[config.mk]
export PLATFORM = sky130hd
export DESIGN_NAME = shift_add_mult_ctrl
export DESIGN_NICKNAME = d
export VERILOG_FILES = /design/src/rtl/shift_add_mult_ctrl_pkg.sv /design/src/rtl/shift_add_mult_ctrl_iter_counter.sv /design/src/rtl/shift_add_mult_ctrl.sv
export SDC_FILE = /design/constraint.sdc
export NUM_CORES = 1
export LEC_CHECK = 0
export ABC_AREA = 0
export CELL_PAD_IN_SITES_DETAIL_PLACEMENT = 1
export CELL_PAD_IN_SITES_GLOBAL_PLACEMENT = 2
export CORE_MARGIN = 1.5
export CORE_UTILIZATION = 27
export CTS_BUF_LIST = sky130_fd_sc_hd__clkbuf_4
export CTS_CLUSTER_SIZE = 12
export DETAILED_ROUTE_END_ITERATION = 10
export GPL_TIMING_DRIVEN = 0
export MAX_ROUTING_LAYER = met4
export PLACE_DENSITY_LB_ADDON = 0.1
export SLEW_MARGIN = 20
export SYNTH_ARGS = -nofsm -noshare
export SYNTH_HDL_FRONTEND = slang
export SYNTH_SLANG_ARGS = --single-unit
[constraint.sdc]
create_clock -name clk -period 1.47 [get_ports clk]
set_input_delay 0.294 -clock clk [delete_from_list [all_inputs] [get_ports clk]]
set_output_delay 0.294 -clock clk [all_outputs]
set_load 0.01 [all_outputs]
[src/rtl/shift_add_mult_ctrl_pkg.sv]
// Shared definitions for the shift-add multiplier sequencer: default operand
// width, iteration counter width, the state encoding and a state helper.
package shift_add_mult_ctrl_pkg;

    localparam int NBits = 8;
    localparam int CNT_W = $clog2(NBits + 1);

    typedef enum logic [2:0] {
        IDLE  = 3'd0,
        LOAD  = 3'd1,
        ADD   = 3'd2,
        SHIFT = 3'd3,
        DONE  = 3'd4
    } mult_state_t;

    // States in which an operation is in flight and may be aborted.
    function automatic logic is_active(input mult_state_t s);
        return (s == LOAD) || (s == ADD) || (s == SHIFT);
    endfunction

endpackage

[src/rtl/shift_add_mult_ctrl_iter_counter.sv]
// Iteration counter: synchronous clear and increment, saturating at NBits,
// with a terminal-count flag raised while the count equals NBits.
module iter_counter #(
    parameter int NBits = 8,
    parameter int CNT_W = $clog2(NBits + 1)
) (
    input  logic             clk,
    input  logic             rst,
    input  logic             clear,
    input  logic             incr,
    output logic [CNT_W-1:0] count,
    output logic             terminal
);

    assign terminal = (count == CNT_W'(NBits));

    // Count completed iterations; clear wins over increment, never wraps.
    always_ff @(posedge clk) begin
        if (!rst) begin
            count <= '0;
        end else if (clear) begin
            count <= '0;
        end else if (incr && !terminal) begin
            // NOTE: state registers use non-blocking assignments so every flop
            // samples pre-edge values regardless of block evaluation order.
            count <= count + CNT_W'(1);
        end
    end

endmodule

[src/rtl/shift_add_mult_ctrl.sv]
// Sequencer for the iterative shift-add multiplier. Loads operands, runs
// NBits ADD/SHIFT iterations (add gated by the multiplier LSB), pulses done.
// Outputs are registered from the next state, except add_enable (gated by
// multiplier_lsb) and the abort term of clear_acc, which must act in the
// same cycle as their inputs.
module shift_add_mult_ctrl #(
    parameter int NBits = shift_add_mult_ctrl_pkg::NBits,
    parameter int CNT_W = $clog2(NBits + 1)
) (
    input  logic             clk,
    input  logic             rst,
    input  logic             start,
    input  logic             abort,
    input  logic             multiplier_lsb,
    output logic             ready,
    output logic             busy,
    output logic             load_operands,
    output logic             clear_acc,
    output logic             add_enable,
    output logic             shift_enable,
    output logic             done,
    output logic [CNT_W-1:0] iter_count
);

    import shift_add_mult_ctrl_pkg::*;

    mult_state_t state;
    mult_state_t state_nxt;
    logic        cnt_clear;
    logic        cnt_incr;
    logic        cnt_last;
    logic        cnt_term;

    // An aborted SHIFT does not count as a completed iteration.
    assign cnt_clear = (state == LOAD);
    assign cnt_incr  = (state == SHIFT) && !abort;
    assign cnt_last  = (iter_count == CNT_W'(NBits - 1));

    iter_counter #(
        .NBits (NBits),
        .CNT_W (CNT_W)
    ) u_iter_counter (
        .clk      (clk),
        .rst      (rst),
        .clear    (cnt_clear),
        .incr     (cnt_incr),
        .count    (iter_count),
        .terminal (cnt_term)
    );

    // Next-state decode; abort overrides normal flow while an operation runs.
    always_comb begin
        // NOTE: default assignment first so no path leaves state_nxt unassigned,
        // which would otherwise infer a latch.
        state_nxt = state;
        unique case (state)
            IDLE:    state_nxt = start ? LOAD : IDLE;
            LOAD:    state_nxt = ADD;
            ADD:     state_nxt = SHIFT;
            // cnt_term also ends the run should the counter ever sit at NBits.
            SHIFT:   state_nxt = (cnt_last || cnt_term) ? DONE : ADD;
            DONE:    state_nxt = IDLE;
            default: state_nxt = IDLE;
        endcase
        if (abort && is_active(state)) begin
            state_nxt = IDLE;
        end
    end

    // State register with outputs registered from the next state.
    always_ff @(posedge clk) begin
        if (!rst) begin
            state         <= IDLE;
            ready         <= 1'b1;
            busy          <= 1'b0;
            load_operands <= 1'b0;
            shift_enable  <= 1'b0;
            done          <= 1'b0;
        end else begin
            state         <= state_nxt;
            ready         <= (state_nxt == IDLE);
            busy          <= is_active(state_nxt);
            load_operands <= (state_nxt == LOAD);
            shift_enable  <= (state_nxt == SHIFT);
            done          <= (state_nxt == DONE);
        end
    end

    assign add_enable = (state == ADD) & multiplier_lsb;
    assign clear_acc  = load_operands | (abort & busy);

endmodule

# Yosys cells after proc, flatten, opt, wreduce, memory -nomap -nowiden

Cells that the tools add are included.

Bits in registers: 12
Input bits: 5
Output and inout port bits: 11
Word-level logic and storage cells: 38

$add $sub $neg: 1
Equality and inequality tests: 9
Multiplexer cells: 4
Bitwise operators: 4
Reduce and logical (&&, ||, !) cells: 13

Operators by type and width:

| cell                | count |
|---|---|
| $eq 3x2->1 const B  | 4 |
| $pmux 3 s4          | 1 |
| $eq 3x1->1 const B  | 2 |
| $logic_not 3->1     | 2 |
| $mux 3              | 2 |
| $logic_or 1x1->1    | 5 |
| $add 4x1->4 const B | 1 |
| $eq 4x3->1 const B  | 1 |
| $eq 4x4->1 const B  | 1 |
| $eq 3x3->1 const B  | 1 |
| $logic_and 1x1->1   | 3 |
| $and 1x1->1         | 2 |
| $logic_not 1->1     | 2 |
| $reduce_or 2->1     | 1 |
| $mux 1              | 1 |
| $not 1->1           | 1 |
| $or 1x1->1          | 1 |

# Depth between registers and ports, before layout

Gate-level depths: netlist of the first run.

Depth in word-level cells: 8
Depth in mapped cells: 5
Depth with buffers taken out: 5

# Modules after synthesis

A second synthesis of the first run with hierarchy kept.

Cells, all modules: 59
Area, all modules: 536.8 µm²

By module, submodules not included:

| module              | times used | cells an instance | area an instance (µm²) | sequential area each (µm²) |
|---|---|---|---|---|
| shift_add_mult_ctrl | 1          | 34                | 319.1                  | 160.2 |
| iter_counter        | 1          | 25                | 217.7                  | 80.1 |

# Worst setup path before layout of the first run

No wires, ideal clock.

Path type: reg-to-reg
Start point: register u_iter_counter.count[0]
End point: register u_iter_counter.count[1]
Setup time: 0.138 ns
Arrival time: 1.066 ns
Data required time: 1.332 ns
Path slack: 0.266 ns
Stages on the path, launching flop included: 6
Buffers on the path: 0
Clock period less this slack: 1.204 ns
Path through: dfxtp_1 -> inv_1 -> ha_1 -> and3b_1 -> o21ai_0 -> a21oi_1

Word-level cells in the longest chain between the ends: 3
Elaborated cells between the ends (all ways): 4
Those cells by class: add/sub: 1; eq/ne: 1; reduce/logical: 2

Ends and longest elaborated chain:

| element                                                             | RTL line                               | RTL |
|---|---|---|
| start, declared                                                     | shift_add_mult_ctrl_iter_counter.sv:11 | `output logic [CNT_W-1:0] count,` |
| start signal, assigned                                              | shift_add_mult_ctrl_iter_counter.sv:26 | `count <= count + CNT_W'(1);` |
| parallel branches: the longest is 3 deep, another holds $add 4x1->4 | -                                      |  |

Parallel ways; which one is timed is not known.
A chain may end at the register's enable or synchronous reset.

# Worst setup path after layout of the first run

Start point: register state[0]
End point: output port add_enable

Word-level cells in the longest chain between the ends: 2

Ends and longest elaborated chain:

| element                | RTL line                  | RTL |
|---|---|---|
| start, declared        | shift_add_mult_ctrl.sv:27 | `mult_state_t state;` |
| start signal, assigned | shift_add_mult_ctrl.sv:80 | `state <= state_nxt;` |
| $eq 3x2->1             | shift_add_mult_ctrl.sv:89 | `assign add_enable = (state == ADD) & multiplier_lsb;` |
| $and 1x1->1            | shift_add_mult_ctrl.sv:89 |  |
| end, declared          | shift_add_mult_ctrl.sv:19 | `output logic add_enable,` |

No other way between the ends.

==> results of run 1 <==
[cell usage in the layout (no fill, tap or decap), types with 2 or more instances in the layout]
cell type,instances
dfxtp_4,2
nand3_1,4
dfxtp_2,4
inv_1,5
nand2_1,2
dfxtp_1,6
and2b_2,2
dlymetal6s2s_1,2
clkdlybuf4s50_1,6
nand3b_1,2
ha_1,2
buf_4,2
dlygate4sd2_1,5
nor2_1,3
o21ai_0,5
clkbuf_4,3
a21oi_1,8
clkdlybuf4s15_2,2
[routing by layer]
metal / track usage / up-vias / wire length [um]
met4: 0.0811 / 0 / 13
met5: - / - / 0
met1: 0.209 / 253 / 702
met2: 0.181 / 9 / 613
li1: - / 260 / -
met3: 0.0333 / 2 / 38
[through the flow]
step | hold slack, ns | util
2_1_floorplan | 0.373 | -
5_1_grt | 0.391 | 0.407
3_5_place_dp | 0.542 | 0.378
4_1_cts | 0.391 | 0.394
6_report | 0.388 | 0.407
3_3_place_gp | 0.533 | 0.378
[cells by family (layout without fill, tap and decap cells)]
logic type / count (synthesis) / after routing
simple gates: 24 / 24
flops: 12 / 12
fa+ha+maj: 2 / 2
buf+inv: 6 / 27
compound gates: 17 / 17
[worst paths after layout]
check | startpoint | end | slack (ns)
hold reg to reg | state[2] | shift_enable | 0.50
hold / removal | abort | shift_enable | 0.39
setup / recovery | state[0] | add_enable | 0.04
setup reg to reg | u_iter_counter.count[0] | busy | 0.20
[area by class of cell]
class                      instances  area, sq um  share of cell area
clock inverter                     1         3.75             0.00475
multi-input combinational         43          282               0.356
tap                               27         33.8              0.0427
clock buffer                       3         22.5              0.0285
sequential                        12          253               0.320
inverter                           5         18.8              0.0237
buffer                             1         11.3              0.0142
timing repair buffer              17          166               0.210
[power by group]
part / leakage [nW] / switching (mW) / internal [mW]
clock network: 0.0154 / 0.118 / 0.0984
logic: 0.226 / 0.0339 / 0.0432
registers: 0.101 / 0.00630 / 0.333
total: 0.343 / 0.158 / 0.474
[critical path, cell delays in order (launching register included)]
cell             delay [ns]
dfxtp_4                0.37
nor2_2                 0.11
and3_1                 0.16
clkdlybuf4s15_2        0.22
[sequential cells by signal, summed over array words and instances, names as in the netlist]
signal and flops:
u_iter_counter.count 4, load_operands 1, done 1, state 3, ready 1, shift_enable 1, busy 1
[what timing repair did]
action                                  CTS  global route
cloned                                    0             0
endpoints found under the setup margin   11             3
buffers inserted                          0             2
endpoints found under the hold margin     0             0
gates resized for setup                  18             4
==> impl_metrics.json, run 1 <==
{
  "outcome": "completed",
  "clkTransAtPathRegs_ns": 0.08,
  "instances_no_fill": 109,
  "track_usage": 0.145,
  "antenna_found_initial": 0,
  "drc": 0,
  "synth_async_sr_flop_share": 0,
  "gp_congestion": 0.660,
  "cts_sinks": 12,
  "cts_made_buffers": 3,
  "period_needed_ns": 1.43,
  "synth_top_family_by_area": "simple AND/OR/NAND/NOR gates",
  "synth-xor-area-share": 0,
  "wl_per_cell_um": 12.6,
  "cts_max_level": 1,
  "leakage_nw": 0.343,
  "grt-ovfl-total": 0,
  "die_h_um": 48.1,
  "io_buffer_count": 15,
  "crit_type": "reg -> out",
  "pre_cts_ws_ns": -0.451,
  "fp.coreArea_sq_um": 1940,
  "die_area_sq_um": 2310,
  "synth_top_area_cell": "dfxtp_1",
  "fin_ws_ns": 0.0378,
  "total_power_uw": 633,
  "root_buffer": "clkbuf_4",
  "synth_seq_cells": 12,
  "synth_compound_area_frac": 0.175,
  "synth_ff_type": "dfxtp_1",
  "synth-edff-count": 0,
  "synth.avg_cell_area_sq_um": 9.00,
  "worstMarginPinSlew_ns": 0.561,
  "start_kind": "flip-flop",
  "fin_skew_ns": 0.00125,
  "synthMuxAreaShare": 0,
  "clock.fmax_ghz": 0.698,
  "maxCapViolations": 0,
  "syn_inst": 61,
  "min_period_over_period": 0.974,
  "yosys-top-cells-count": "12 x dfxtp_1, 8 x a21oi_1, 5 x inv_1, 5 x o21ai_0",
  "drive_above_1_share": 0.244,
  "syn_area_sq_um": 549,
  "start_util": 0.283,
  "peakVddDrop_mv": 0.401,
  "synth_top_area_frac": 0.437,
  "p_per_area_nw_per_um2": 800,
  "hold_violations": 0,
  "worstPathRequired_ns": 1.18,
  "dp_hpwl_um": 980,
  "slew_headroom": 0.623,
  "dp.cells": 103,
  "cts_tree": "yes",
  "critPathCaptureType": "output port",
  "grt_max_degree": 11,
  "grt_pass1_wl_um": 2140,
  "boundaryPins": 16,
  "firstDrtPassIters": 4,
  "final_cell_area_sq_um": 791,
  "synthSimpleGateAreaFrac": 0.287,
  "diodes": 0,
  "rr_worst_depth": 5,
  "synthAdderAreaFrac": 0.0456,
  "synth_nets": 68,
  "fin_tns_setup_ns": 0,
  "grt_pass1_vias": 454,
  "synthTopCellsByArea": "dfxtp_1 44%, a21oi_1 7.3%, ha_1 4.6%, o21ai_0 4.6%, nand3_1 3.6%",
  "die_w_um": 48.1,
  "num-fill-cells": 243,
  "finalSetupViolCount": 0,
  "synth_seq_area_share": 0.437,
  "clockBufferDepth": 2,
  "drt_wl_total_um": 1370,
  "placed_area_sq_um": 733,
  "synth.distinct_cells": 25,
  "rows": 16,
  "arrival_ns": 1.14,
  "clock_latency_ns": 0.27,
  "min_path_type": "in -> reg",
  "initialDrtViolationCount": 7,
  "drv_slew": 0,
  "critPathMaxFanout": 7,
  "ant_nets": 0,
  "area_growth_pct": 44.0,
  "post_drt_via_cell_ratio": 4.81,
  "cts_hold_buf": 0,
  "nNetsFinal": 90,
  "yosysWarnings": 0,
  "vias": 524,
  "min_path_cells": 2,
  "synth_most_common_cell": "dfxtp_1"
}
(Power assumes the default switching activity.)
==> run 2: changes to the inputs <==
--- a/config.mk
+++ b/config.mk
@@ -8,7 +8,6 @@
 export ABC_AREA = 0
 export CELL_PAD_IN_SITES_DETAIL_PLACEMENT = 1
 export CELL_PAD_IN_SITES_GLOBAL_PLACEMENT = 2
-export CORE_MARGIN = 1.5
 export CORE_UTILIZATION = 27
 export CTS_BUF_LIST = sky130_fd_sc_hd__clkbuf_4
 export CTS_CLUSTER_SIZE = 12
==> run 2 against run 1 <==
Effect of this change: worst hold slack better by 0.0052 ns; via count shrank 3.4%; clock power about the same; total power is 0.91% lower; final cell count fell by 3.7%; count of clock-buffer cells in the layout stayed put; routed wire length down 5.6%; maximum frequency is 2.0% higher; first-iteration DRC count up 71%; largest cell class unchanged; sequential power hardly changed; clock skew fell by 0.00050 ns; register-to-register slack barely moved.
==> impl_metrics.json, run 2 (synthesis gave the netlist of run 1 again) <==
{
  "dp_hpwl_um": 935,
  "min_period_over_period": 0.955,
  "diodes": 0,
  "rows": 15,
  "top_register": "u_iter_counter.count",
  "grt_max_degree": 11,
  "fin_skew_ns": 0.000750,
  "clockBufferDepth": 2,
  "post_drt_via_cell_ratio": 4.82,
  "placed_area_sq_um": 731,
  "clkTransAtPathRegs_ns": 0.08,
  "boundaryPins": 16,
  "antenna_found_initial": 0,
  "cts_max_level": 1,
  "worstPathRequired_ns": 1.18,
  "die_w_um": 47.1,
  "cts_made_buffers": 3,
  "firstDrtPassIters": 4,
  "holdWs_ns": 0.393,
  "clock.fmax_ghz": 0.712,
  "p_sw_frac": 0.250,
  "fp.coreArea_sq_um": 1820,
  "grt_pass1_wl_um": 2110,
  "drv_slew": 0,
  "worstMarginPinSlew_ns": 0.549,
  "outcome": "completed",
  "slowest_stage": "clkdlybuf4s50_1",
  "min_path_type": "in -> reg",
  "clock_latency_ns": 0.27,
  "postCtsSetupRepairBufs": 0,
  "grt-ovfl-total": 0,
  "drc": 0,
  "power_frac_comb": 0.110,
  "period_needed_ns": 1.40,
  "start_util": 0.302,
  "crit_type": "reg -> out",
  "gp_congestion": 0.669,
  "p_sw_uw": 157,
  "final_common_cell": "a21oi_1",
  "pre_cts_ws_ns": -0.414,
  "drt_wl_total_um": 1290,
  "instances_no_fill": 105,
  "area_growth_pct": 41.0,
  "p_per_area_nw_per_um2": 809,
  "drive_above_1_share": 0.225,
  "die_h_um": 47.1,
  "cts_tree": "yes",
  "grt_pass1_vias": 460,
  "cts_hold_buf": 0,
  "crit_chain": "clkdlybuf4s50_1",
  "slowest_delay_ns": 0.52,
  "nNetsFinal": 88,
  "wl_per_cell_um": 12.3,
  "final_cell_area_sq_um": 774,
  "slew_headroom": 0.631,
  "arrival_ns": 1.11,
  "finalSetupViolCount": 0,
  "die_area_sq_um": 2220,
  "peakVddDrop_mv": 0.418,
  "power_frac_clock": 0.346,
  "leakage_nw": 0.354,
  "cp_top_family": "buffers and inverters",
  "largest_reg_flops": 4,
  "cp_num_buf_inv": 1,
  "intPower_uw": 470,
  "io_buffer_count": 15,
  "maxCapViolations": 0,
  "fin_ws_ns": 0.0664,
  "cts_sinks": 12,
  "ant_nets": 0,
  "hold_violations": 0,
  "start_kind": "flip-flop",
  "total_power_uw": 627,
  "critPathMaxFanout": 1,
  "dp.cells": 101,
  "initialDrtViolationCount": 12,
  "root_buffer": "clkbuf_4",
  "reg_top3": "u_iter_counter.count (4), state (3)",
  "track_usage": 0.148,
  "critPathCaptureType": "output port",
  "final_cell_mix": "8 x a21oi_1, 6 x dfxtp_1",
  "rsz0062_at_grt": "no",
  "pwr-share-seq": 0.543,
  "vias": 506
}
## run 2: cell count changes in the layout (fill, tap and decap cells not counted)
cell | previous run | this run
clkdlybuf4s15_2 | 2 | 1
buf_4 | 2 | 0
dlymetal6s2s_1 | 2 | 3
clkdlybuf4s50_1 | 6 | 5
buf_2 | 0 | 1
nor2_4 | 0 | 1
nor2_2 | 1 | 0
## run 2: metal layers
metal,global-route usage,routed length [um],up-vias
li1,-,-,263
met1,0.209,696,232
met2,0.181,530,9
met3,0.0346,42,2
met4,0.103,22,0
met5,-,0,-
## run 2: path summary, 6_finish.rpt
path / start / to / slack (ns) / depth (start not counted)
min: abort / shift_enable / 0.39 / 2
min reg2reg: u_iter_counter.count[0] / u_iter_counter.count[0] / 0.51 / 2
max reg2reg: u_iter_counter.count[0] / busy / 0.21 / 5
max: done / done / 0.07 / 1
## run 2: timing repair
action,CTS,global route
gates cloned,0,0
pin swaps,0,0
gates resized for setup,18,7
setup endpoints to repair,7,4
## run 2: final cells by class
type / instances / area [sq um]
buffer: 1 / 11.3
clock buffer: 3 / 22.5
clock inverter: 1 / 3.75
fill: 224 / 1050
inverter: 5 / 18.8
multi-input combinational: 43 / 287
sequential: 12 / 253
tap: 25 / 31.3
timing repair buffer: 15 / 148
## run 2: stage by stage
| step | util | TNS [ns] |
|---|---|---|
| finish | 0.425 | 0 |
| CTS | 0.419 | 0 |
| global placement | 0.401 | -2.75 |
| global route | 0.425 | 0 |
| detailed placement | 0.401 | -2.70 |
| floorplan | - | 0 |
## run 2: power by group through the flow
stage	Sequential, mW	Combinational, mW	Clock, mW
after detailed placement	0.350	0.0739	0
after CTS	0.342	0.0712	0.230
after global routing	0.342	0.0774	0.245
after global placement	0.350	0.0734	0
after floorplan	0.352	0.0294	0
final	0.340	0.0692	0.217
==> run 3: changes to the inputs <==
--- a/config.mk
+++ b/config.mk
@@ -8,7 +8,7 @@
 export ABC_AREA = 0
 export CELL_PAD_IN_SITES_DETAIL_PLACEMENT = 1
 export CELL_PAD_IN_SITES_GLOBAL_PLACEMENT = 2
-export CORE_UTILIZATION = 27
+export CORE_UTILIZATION = 29
 export CTS_BUF_LIST = sky130_fd_sc_hd__clkbuf_4
 export CTS_CLUSTER_SIZE = 12
 export DETAILED_ROUTE_END_ITERATION = 10
==> constraint.sdc (replaced) <==
create_clock -name clk -period 1.8 [get_ports clk]
set_input_delay 0.36 -clock clk [delete_from_list [all_inputs] [get_ports clk]]
set_output_delay 0.36 -clock clk [all_outputs]
set_load 0.01 [all_outputs]
==> run 3 against run 2 <==
Effect of this change: via count grew 1.4%; final cell count is the same; register-to-register slack gained 0.27 ns; cell area shrank 2.1%; sequential power shrank 18%; highest routed layer unchanged.
==> impl_metrics.json, run 3 (synthesis gave the netlist of run 1 again) <==
{
  "outcome": "completed",
  "drv_slew": 0,
  "vias": 513,
  "cp_top_family": "buffers and inverters",
  "drc": 0,
  "slowest_stage": "clkdlybuf4s50_1",
  "largest_reg_flops": 4,
  "p_sw_uw": 130,
  "dp_hpwl_um": 1020,
  "fin_skew_ns": 0.00112,
  "wl_met1_um": 700,
  "fin_ws_ns": 0.0758,
  "cts_max_level": 1,
  "firstDrtPassIters": 4,
  "top_register": "u_iter_counter.count",
  "worstMarginPinSlew_ns": 0.563,
  "total_power_uw": 518,
  "track_usage": 0.160,
  "antenna_found_initial": 0,
  "boundaryPins": 16,
  "post_drt_via_cell_ratio": 4.89,
  "drive_above_1_share": 0.138,
  "postCtsSetupRepairBufs": 0,
  "die_w_um": 45.5,
  "crit_chain": "clkdlybuf4s15_1 -> a21o_1 -> clkdlybuf4s50_1",
  "diodes": 0,
  "grt_pass1_wl_um": 2190,
  "cts_resized": 4,
  "leakage_nw": 0.281,
  "worstPathRequired_ns": 1.44,
  "r2r_start": "u_iter_counter.count[0]",
  "final_cell_mix": "13 x clkdlybuf4s50_1, 10 x dfxtp_1, 8 x a21oi_1",
  "fp.coreArea_sq_um": 1750,
  "pwr-share-seq": 0.541,
  "crit_type": "in -> out",
  "clockBufferDepth": 2,
  "gp_congestion": 0.697,
  "wl_met2_um": 621,
  "critPathCaptureType": "output port",
  "initialDrtViolationCount": 5,
  "start_kind": "input pin",
  "clkTransAtPathRegs_ns": 0.08,
  "arrival_ns": 1.36,
  "ant_nets": 0,
  "grt-ovfl-total": 0,
  "final_cell_area_sq_um": 758,
  "slew_headroom": 0.621,
  "final_common_cell": "clkdlybuf4s50_1",
  "period_needed_ns": 1.72,
  "io_buffer_count": 15,
  "finalSetupViolCount": 0,
  "clock.fmax_ghz": 0.580,
  "pre_cts_ws_ns": -0.223,
  "cts_hold_buf": 0,
  "rr_worst_depth": 5,
  "r2r-end": "busy",
  "power_frac_clock": 0.342,
  "die_h_um": 45.5,
  "cp_num_buf_inv": 2,
  "num-fill-cells": 227,
  "wl_per_cell_um": 13.2,
  "clock_latency_ns": 0.27,
  "p_per_area_nw_per_um2": 683,
  "start_util": 0.315,
  "cts_tree": "yes",
  "area_growth_pct": 38.0,
  "peakVddDrop_mv": 0.315,
  "power_frac_comb": 0.117,
  "grt_pass1_vias": 484,
  "rrSetupSlack_ns": 0.48,
  "critPathMaxFanout": 8,
  "nNetsFinal": 88,
  "rsz0062_at_grt": "no",
  "highest_layer": "met4",
  "drt_wl_total_um": 1390,
  "min_path_cells": 1,
  "holdPathEnd": "shift_enable",
  "maxCapViolations": 0,
  "reg_top3": "u_iter_counter.count (4), state (3)",
  "intPower_uw": 388,
  "rows": 15,
  "grt_max_degree": 11,
  "min_from": "state[2]",
  "cts_sinks": 12,
  "min_period_over_period": 0.958,
  "cts_made_buffers": 3,
  "wl_met3_um": 50,
  "hold_violations": 0,
  "p_sw_frac": 0.250,
  "root_buffer": "clkbuf_4",
  "slowest_delay_ns": 0.53,
  "placed_area_sq_um": 731,
  "die_area_sq_um": 2070,
  "min_path_type": "reg -> reg"
}
## run 3: cell types whose count changed in the layout (fill, tap and decap cells not counted)
| cell | previous run | this run |
|---|---|---|
| nor2_4 | 1 | 0 |
| dfxtp_4 | 2 | 0 |
| dlymetal6s2s_1 | 3 | 0 |
| clkdlybuf4s15_1 | 0 | 1 |
| dlygate4sd2_1 | 5 | 1 |
| dfxtp_1 | 6 | 10 |
| buf_2 | 1 | 0 |
| clkdlybuf4s15_2 | 1 | 0 |
| nor2_1 | 3 | 4 |
| dfxtp_2 | 4 | 2 |
| clkdlybuf4s50_1 | 5 | 13 |
## run 3: per-stage QoR
stage          hold slack [ns]  std cells   util  setup TNS (ns)
4_1_cts                  0.537        105  0.434               0
3_5_place_dp             0.537        101  0.419          -0.603
3_3_place_gp             0.536        101  0.419          -0.404
2_1_floorplan            0.439         61      -               0
6_report                 0.534        105  0.434               0
5_1_grt                  0.548        105  0.434               0
## run 3: metal layers
layer	GRT usage	up-vias
met4	0.0909	0
li1	-	257
met5	-	-
met2	0.217	9
met1	0.214	245
met3	0.0397	2
## run 3: worst max-delay path by stage
stage                                  startpoint                       to  slack [ns]  depth (start not counted)
after floorplan           u_iter_counter.count[0]  u_iter_counter.count[1]        0.60                          5
after global placement                      abort                clear_acc       -0.22                          3
after detailed placement                    abort                clear_acc       -0.22                          3
after CTS                                   abort                clear_acc        0.03                          3
after global routing                        abort                clear_acc        0.02                          3
final                                       abort                clear_acc        0.08                          3
## run 3: layout make-up
type / instances / area [sq um] / area share
buffer: 1 / 11.3 / 0.0149
clock buffer: 3 / 22.5 / 0.0297
clock inverter: 1 / 3.75 / 0.00495
inverter: 5 / 18.8 / 0.0248
multi-input combinational: 43 / 279 / 0.368
sequential: 12 / 243 / 0.320
tap: 25 / 31.3 / 0.0413
timing repair buffer: 15 / 149 / 0.196
## run 3: worst register-to-register path: stages (launching register included)
cell	delay, ns
dfxtp_1	0.36
inv_1	0.10
ha_1	0.20
nand3b_1	0.17
a21oi_1	0.28
o21ai_2	0.09
## run 3: power by group through the flow
stage / logic [mW] / registers [mW] / clock network (mW)
floorplan: 0.0240 / 0.288 / 0
finish: 0.0607 / 0.280 / 0.177
global placement: 0.0601 / 0.285 / 0
detailed placement: 0.0615 / 0.286 / 0
CTS: 0.0611 / 0.280 / 0.184
global route: 0.0655 / 0.281 / 0.198
==> variant (flow settings as in run 1) <==
`NBits` is set to 8 in 2 places; all go to 16.
--- a/src/rtl/shift_add_mult_ctrl_pkg.sv
+++ b/src/rtl/shift_add_mult_ctrl_pkg.sv
@@ -4,3 +4,3 @@
 
-    localparam int NBits = 8;
+    localparam int NBits = 16;
     localparam int CNT_W = $clog2(NBits + 1);
--- a/src/rtl/shift_add_mult_ctrl_iter_counter.sv
+++ b/src/rtl/shift_add_mult_ctrl_iter_counter.sv
@@ -3,3 +3,3 @@
 module iter_counter #(
-    parameter int NBits = 8,
+    parameter int NBits = 16,
     parameter int CNT_W = $clog2(NBits + 1)
Interface: changed (resized iter_count); port bits go from 16 to 17. No check against the original RTL was run, so the function may have changed too.
==> variant against run 1 <==
  * Combinational power shrank 7.5%
  * Sequential cell count grew 1
  * Clock power grew 8%
  * Global-route usage shrank 2.0 points
  * Power grew 6.5%
  * Area after synthesis grew 8.9%
  * Setup slack gained 0.012 ns
  * Wire length grew 3.7%
  * Utilization grew 2.7 points
  * Design area grew 11%
  * Via count grew 5.2%
  * Clock skew grew 0.0052 ns
  * Largest cell class unchanged
  * Highest routed layer unchanged
==> variant: results (changes against run 1) <==
.. list-table::
   :header-rows: 1

   * - Metric
     - Value
   * - Switching power as a share of total power
     - 22.5% (-2.6 points)
   * - Sequential group share of total power
     - 54.5% (+0.9 points)
   * - Arithmetic-cell share of the synthesized area counting full adders, half adders and majority gates
     - 4.18% (-0.37 points)
   * - Placement-stage worst setup slack
     - -0.394 ns (+0.0572 ns)
   * - Share of the synthesized area in compound gates (AO/OA/AOI/OAI)
     - 13.2% (-4.4 points)
   * - Count of placed standard cells in the final layout, fillers left out
     - 112 (+2.8%)
   * - Net count of the mapped netlist
     - 71 (+4.4%)
   * - Ratio of cells with drive above 1 in the final layout
     - 34.1% (+9.7 points)
   * - Met1 usage
     - 14.9% (-6.0 points)
   * - Most frequent cells after synthesis
     - sky130_fd_sc_hd__dfxtp_1 (13), sky130_fd_sc_hd__a21oi_1 (7), sky130_fd_sc_hd__inv_1 (4), sky130_fd_sc_hd__nand3_1 (4)
   * - RePlAce Congestion
     - 0.691 (+4.8%)
   * - Global Route met2 Usage
     - 18.9% (+0.73 points)
   * - Share of total power in combinational logic
     - 10.6% (-1.6 points)
   * - Top flop regs
     - u_iter_counter.count (5), state (3)
   * - DPL Wire Length
     - 991 um (+1.2%)
   * - Post-synthesis mux area share
     - 3.35% (+3.3 points)
   * - Wire length after detailed routing
     - 1420 um (+3.7%)
   * - Synthesized area per cell
     - 9.34 um2 (+3.8%)
   * - Unique cell type count in the Yosys netlist
     - 29 (+16%)
   * - Crit-path max FO
     - 2 (-5)
   * - Family of cells with the greatest summed delay on the critical path
     - buffers and inverters
   * - First-pass iteration count of the detailed router
     - 2 (-2)
   * - IR drop worst, VDD
     - 0.000400 V (-0.21%)
   * - Number of global-route vias before repair
     - 538 (+19%)
   * - Status
     - complete, no violations
   * - Count of vias placed by the detailed router
     - 551 (+5.2%)
[variant: worst paths after layout]
path	startpoint	end	cells after the start	slack, ns
setup / recovery	busy	busy	1	0.05
setup reg to reg	u_iter_counter.count[0]	u_iter_counter.count[2]	5	0.07
hold reg to reg	state[2]	shift_enable	1	0.50
hold / removal	rst	state[2]	3	0.36
[variant: per-layer routing]
metal | wire length, um | vias up
li1 | - | 278
met1 | 699 | 258
met2 | 629 | 13
met3 | 76 | 2
met4 | 13 | 0
met5 | 0 | -
[variant: layout make-up]
cell class / instances / area [um2]
Clock buffer: 4 / 30.0
Sequential cell: 13 / 275
Multi-Input combinational cell: 46 / 358
Timing Repair Buffer: 17 / 160
Buffer: 1 / 5.00
Tap cell: 27 / 33.8
Inverter: 4 / 15.0
Fill cell: 247 / 1140
[variant: what timing repair did]
| action | CTS | global route |
|---|---|---|
| setup buffers | 1 | 1 |
| gates resized for setup | 18 | 14 |
| pin swaps | 0 | 4 |
| endpoints found under the setup margin | 11 | 6 |
